$ cat src/rtl/regfile_wb_arbiter.sv
// Register-file write-port arbiter (EX vs load return) with pending-load hazard scoreboard.
// Optional feature: define REGFILE_WB_FORWARD_EN for same-cycle load-return forwarding.
module regfile_wb_arbiter #(
    parameter int MAX_WAIT = 3
) (
    input  logic        clk,
    input  logic        rst_n,
    input  logic        ex_valid,
    input  logic [4:0]  ex_rd,
    input  logic [31:0] ex_data,
    output logic        ex_ready,
    input  logic        ld_issue,
    input  logic [4:0]  ld_issue_rd,
    input  logic        ld_valid,
    input  logic [4:0]  ld_rd,
    input  logic [31:0] ld_data,
    output logic        ld_ready,
    output logic        reg_we,
    output logic [4:0]  rd,
    output logic [31:0] rd_value,
    input  logic [4:0]  hz_rs1,
    input  logic [4:0]  hz_rs2,
    input  logic [4:0]  hz_rd,
    output logic        hz_stall,
    output logic        ld_pending,
    input  logic [31:0] rf_rs1_value,
    input  logic [31:0] rf_rs2_value,
    output logic [31:0] rs1_value,
    output logic [31:0] rs2_value
);

    localparam logic [3:0] WAIT_LIMIT = 4'(MAX_WAIT);

    logic [31:1] busy;
    logic [31:1] busy_nxt;
    logic [31:1] clr_mask;
    logic [31:0] busy_vec;
    logic [3:0]  wait_cnt;
    logic        ld_grant;
    logic        ex_grant;

    // Grants double as handshakes: ready is only raised for a valid request.
    // Gating with rst_n keeps every write-side strobe low while reset is held.
    assign ld_grant = rst_n & ld_valid & (~ex_valid | (wait_cnt == WAIT_LIMIT));
    assign ex_grant = rst_n & ex_valid & ~ld_grant;
    assign ex_ready = ex_grant;
    assign ld_ready = ld_grant;

    // NOTE: every output of a combinational block gets a default first, otherwise a latch is inferred.
    always_comb begin
        rd       = '0;
        rd_value = '0;
        if (ld_grant) begin
            rd       = ld_rd;
            rd_value = ld_data;
        end else if (ex_grant) begin
            rd       = ex_rd;
            rd_value = ex_data;
        end
    end

    // x0 requests still consume the grant, they just never reach the regfile.
    assign reg_we = (ld_grant | ex_grant) & (rd != 5'd0);

    // A set in the same cycle as a clear of that register wins.
    always_comb begin
        clr_mask = '0;
        busy_nxt = '0;
        for (int i = 1; i < 32; i++) begin
            clr_mask[i] = ld_grant && (ld_rd == 5'(i));
            busy_nxt[i] = (busy[i] & ~clr_mask[i]) | (ld_issue && (ld_issue_rd == 5'(i)));
        end
    end

    // NOTE: sequential state uses non-blocking assignments so all flops update from pre-edge values.
    always_ff @(posedge clk or negedge rst_n) begin
        if (!rst_n) begin
            busy     <= '0;
            wait_cnt <= '0;
        end else begin
            busy <= busy_nxt;
            if (!ld_valid || ld_grant) begin
                wait_cnt <= '0;
            end else if (wait_cnt != WAIT_LIMIT) begin
                wait_cnt <= wait_cnt + 4'd1;
            end
        end
    end

    assign busy_vec   = {busy, 1'b0};
    assign ld_pending = |busy;

`ifdef REGFILE_WB_FORWARD_EN
    logic [31:0] src_busy_vec;

    // Sources freed by this cycle's load return are satisfied by forwarding; the destination is not.
    assign src_busy_vec = {busy & ~clr_mask, 1'b0};
    assign hz_stall     = src_busy_vec[hz_rs1] | src_busy_vec[hz_rs2] | busy_vec[hz_rd];

    always_comb begin
        rs1_value = rf_rs1_value;
        rs2_value = rf_rs2_value;
        if (reg_we && (rd == hz_rs1)) begin
            rs1_value = rd_value;
        end
        if (reg_we && (rd == hz_rs2)) begin
            rs2_value = rd_value;
        end
    end
`else
    assign hz_stall  = busy_vec[hz_rs1] | busy_vec[hz_rs2] | busy_vec[hz_rd];
    assign rs1_value = rf_rs1_value;
    assign rs2_value = rf_rs2_value;
`endif

endmodule

$ cat config.mk
export PLATFORM = sky130hd
export DESIGN_NAME = regfile_wb_arbiter
export DESIGN_NICKNAME = d
export VERILOG_FILES = /design/src/rtl/regfile_wb_arbiter.sv
export SDC_FILE = /design/constraint.sdc
export NUM_CORES = 1
export LEC_CHECK = 0
export CAP_MARGIN = 0
export CORE_MARGIN = 2
export CORE_UTILIZATION = 34
export CTS_CLUSTER_DIAMETER = 120
export DETAILED_ROUTE_END_ITERATION = 12
export PLACE_DENSITY = 0.84
export SYNTH_ARGS = -nofsm -noshare
export SYNTH_HDL_FRONTEND = slang
export SYNTH_SLANG_ARGS = --single-unit
$ cat constraint.sdc
create_clock -name clk -period 3.04 [get_ports clk]
set_input_delay 0.912 -clock clk [delete_from_list [all_inputs] [get_ports clk]]
set_output_delay 0.912 -clock clk [all_outputs]
set_load 0.01 [all_outputs]
# [Word-level counts from Yosys, hierarchy flattened]
# Cells that the tools add are included.
[word_totals] wordCells=253 in_bits=163 out_inout_bits=106 regBits=35
[classes] n_bitwise=104 n_mux=12 addsub=1 magnitude_cmp=3 n_reduce_logical=67 eq_ne=64
[op_table] operator="== test 5 bit (second input constant)" count=32
[op_table] operator="== test 5 x 4 -> 1 bit (second input constant)" count=16
[op_table] operator="2-to-1 mux 32 bit" count=2
[op_table] operator="logical AND 1 bit" count=62
[op_table] operator="== test 5 x 3 -> 1 bit (second input constant)" count=8
[op_table] operator="AND 1 bit" count=36
[op_table] operator="OR 1 bit" count=35
[op_table] operator="NOT 1 bit" count=33
[op_table] operator="OR reduction 31 bit" count=1
[op_table] operator="== test 5 x 2 -> 1 bit (second input constant)" count=4
[op_table] operator="less-than comparator 5 x 6 -> 1 bit (second input constant)" count=3
[op_table] operator="binary-select mux 1 bit (select 5 bit)" count=3
[op_table] operator="== test 5 x 1 -> 1 bit (second input constant)" count=2
[op_table] operator="2-to-1 mux 5 bit" count=2
[op_table] operator="2-to-1 mux 4 bit" count=2
[op_table] operator="nonzero test 5 bit" count=1
[op_table] operator="adder 4 x 1 -> 4 bit (second input constant)" count=1
[op_table] operator="== test 4 x 2 -> 1 bit (second input constant)" count=1
[op_table] operator="inequality test 4 x 2 -> 1 bit (second input constant)" count=1
[op_table] operator="2-to-1 mux 1 bit" count=3
[op_table] operator="nonzero test 2 bit" count=1
[op_table] operator="zero test 1 bit" count=1
[op_table] operator="logical OR 1 bit" count=1

# [Logic depth before layout (Yosys ltp)]
[logic_depth] depth_word=9 depth_mapped=8 depth_no_buf=7

# [Worst setup path before layout]
# Ideal clock, no wire load.
[synth_timing] path_type="input port to output port" start="input port hz_rs1[0]" end="output port hz_stall" cell_stages=6 path_slack_ps=4 required_ps=2128 t_arrival_ps=2124 path_buffers=1 path_cell_list="buf_6 -> mux4_2 -> and4b_1 -> a31oi_1 -> o2111a_1 -> nand4_1"
[synth_between] elab_chain_cells=4
[synth_rtl] element="start: declaration" line_no="21" rtl="input logic [4:0] hz_rs1,"
[synth_rtl] element="binary-select mux 1 bit (select 5 bit)" line_no="111" rtl="assign hz_stall = busy_vec[hz_rs1] | busy_vec[hz_rs2] | busy_vec[hz_rd];"
[synth_rtl] element="2-to-1 mux 1 bit (not written as such)" line_no="111"
[synth_rtl] element="OR 1 bit (2 in series)" line_no="111"
[synth_rtl] element="end: declaration" line_no="24" rtl="output logic hz_stall,"
# No other way between the ends. The select of a mux whose other input is x is not followed.

# [Final worst setup path]
# Same ends and word-level chain as after synthesis.

==> out/metrics.cfg <==
[run_status]
outcome=finished with violations
violations=negative setup slack

[die]
die-width_um=103.8
io_pins=269
initial_core_util_pct=34.80
row_count=36
coreArea_um2=9729
die_h_um=103.8
die_area_um2=10770

[min_path]
hp-class=flop to flop
whs_path_depth=1

[setup_path]
rr_worst_depth=8
crit_slowest_cell=mux4_2
critPathLaunchType=input port
crit_chain=buf_8, mux4_2, and4b_1, a31oi_1, o2111a_1, nand4_1, buf_2
cp_slowest_stage_delay_ns=0.48
crit_type=input port to output port
cp_max_fo=3
crit_buf_inv=2
crit_path_end_kind=output port
critical-path-top-delay-family=multiplexers
worstPathArrival_ns=2.22
cp.depth=7
required_ns=2.13

[synthesis]
ys_types=47
synth_top_area_share_pct=25.87
synth_edf_count=0
syn_nets=532
synth_seq_area_share_pct=25.87
synth-async-reset-ratio_pct=100.0
synth_area_um2=3386
ys_warn_count=0
synthTopCellsByArea=dfrtp_1 26%, buf_4 15%, a22o_1 12%
yosys.area.top_type=dfrtp_1
netlist_instances=368
synth_common_cells=66 x buf_4, 45 x a22o_1, 38 x o21ai_0
syn_area_per_cell_um2=9.200
dominantRegCellSynth=dfrtp_1
yosysMostFrequentCell=buf_4
ys_seq_elements=35

[clocking]
htreeDepth=2
cts_tree=done
clkSlewWorstSetupHoldPaths_ns=0.06
clock_latency_ns=0.29
cts_sinks=35
clock_path_buffers=2
clockRootBuffer=clkbuf_8
cts_buffers=5

[power_and_ir_drop]
swShare_pct=35.01
ir_drop_v=0.0001917
comb_power_share_pct=41.8
power_frac_seq_pct=39.8
leakage_nw=2.074
clkPwrFrac_pct=18.4
p_int_mw=1.204
p_switching_mw=0.6486
power.density_nw_per_um2=378.7

[placement]
dp_hpwl_mm=9.711
pre_cts_slack_ns=-0.9584
place_congestion=0.9110
dp.cells=597
place_area_um2=4732
port_buffers=140

[route]
first_iter_violations=389
viasPerCell=5.679
drtAntennaViolNets=0
vias=3504
dr.pass1.iters=5
wl_per_cell_um=19.95
routed_wl_mm=12.31
drc=0

[global_route]
grt_use_total_pct=22.43
grt_pass1_vias=3504
grt_max_degree=36
grt.overflow.total=0
grt_pass1_wl_mm=19.07
antenna_found_initial=0

[timing]
fin_tns_setup_ns=-0.08746
fmaxAchievable_mhz=319.7
setup_ws_ns=-0.08746
hold_viol=0
finalSetupViolations=1
tightestPinTransition_ns=0.6288
min_period_ns=3.127
grt_setup_unrepaired=true
slew_violations=0
timing.final.crit_share_pct=102.9
finClkSkew_ns=0.003983
relSlewSlack_pct=57.76

[finish]
syn_to_final_growth_pct=44.49
stdcell_area_um2=4892
antennaDiodeCount=0
stdcell_count=617
final_nets=648
layout-drive-gt1-share_pct=27.48

[job]
max_cap_violations=0

## per-layer routing
layer | vias to the layer above | wire [um] | share of wire (%) | global-route usage (%)
met5 | - | 0 | 0 | 0
met4 | 0 | 408 | 3.3 | 8.591
met3 | 31 | 1140 | 9.3 | 6.482
met2 | 251 | 6313 | 51 | 39.83
met1 | 1669 | 4445 | 36 | 25.44
li1 | 1553 | - | - | -
## cells by family after synthesis
group                    Yosys count  synth area share [%]
XOR/XNOR                           2                0.5175
AO/OA/AOI/OAI                    100                 21.62
AND/OR/NAND/NOR                   98                 15.63
buffers and inverters             93                 18.59
multiplexers                      39                 17.41
adder cells (fa/ha/maj)            1                0.3695
flip-flops                        35                 25.87
## worst reg2reg max path: cells and delay by family, from the launching register on
family	cells	cell delay, ns
AND/OR/NAND/NOR	3	1.03
flip-flops	1	0.36
AO/OA/AOI/OAI	2	0.35
buffers and inverters	2	0.30
adder cells (fa/ha/maj)	1	0.19
## registers in the layout (all words and copies together) (netlist names)
signal and cells:
busy 31, wait_cnt 4
## metrics by stage
step	util (%)	hold WS (ns)	total power [mW]
2_1_floorplan	-	0.5164	1.146
3_3_place_gp	48.64	0.5365	1.471
3_5_place_dp	48.64	0.5773	1.494
4_1_cts	50.58	0.5917	1.840
5_1_grt	50.28	0.6132	1.945
6_report	50.28	0.6039	1.853
## repair_timing
item | in CTS | in global routing
gates cloned | 2 | 0
gates resized for setup | 169 | 24
hold buffers | 0 | 0
setup endpoints to repair | 42 | 23
pin swaps | 13 | 12
buffers inserted | 9 | 6
## final cells by class
cell class              instances  area (um2)
clock inverters                 1       5.005
fillers                       928        4837
well taps                     133       166.4
repair buffers                195        1792
inverters                       7       31.28
flip-flops and latches         35       875.8
clock buffers                   6       82.58
multi-input cells             240        1939
## path summary, 6_finish.rpt
check                      slack, ns                 endpoint                    start
setup / recovery               -0.09                 hz_stall                hz_rs1[0]
hold / removal                  0.60        busy[3]$_DFF_PN0_        busy[3]$_DFF_PN0_
setup reg to reg                0.72        busy[7]$_DFF_PN0_  wait_cnt[1]$_DFFE_PN0P_
hold reg to reg                 0.60        busy[3]$_DFF_PN0_        busy[3]$_DFF_PN0_
max in group asynchronous       1.98        busy[3]$_DFF_PN0_                    rst_n
min in group asynchronous       0.74  wait_cnt[0]$_DFFE_PN0P_                    rst_n
## power by group through the flow
stage / Combinational (mW) / Sequential (mW) / Clock, mW
global route: 0.834 / 0.751 / 0.361
detailed placement: 0.756 / 0.738 / 0
global placement: 0.738 / 0.733 / 0
CTS: 0.769 / 0.730 / 0.341
finish: 0.774 / 0.738 / 0.340
floorplan: 0.481 / 0.665 / 0
## placed cells by master, fill, tap and decap left out, types with 2 or more instances in the layout
master            n
a21oi_1           2
a22o_1           45
a32o_1            3
buf_12            5
buf_16            2
buf_2            22
buf_4            43
buf_6             8
clkbuf_2          6
clkbuf_8          6
clkdlybuf4s15_1  11
clkdlybuf4s15_2   2
clkdlybuf4s50_1  83
dfrtp_1          35
dlygate4sd2_1    12
inv_1             5
mux2_2            3
mux2i_1          21
mux4_2           14
nand2_1          22
nand2b_1          8
nand3_1          14
nand3b_1          2
nand4_1           4
nor2_1           10
nor2_2            3
nor2b_1           6
nor3_1            6
nor3_2            3
nor4_1            7
o21ai_0          38
o31ai_1           2
or2_2             3
xor2_1            2
Note: power is estimated with default switching activity, not from simulation.
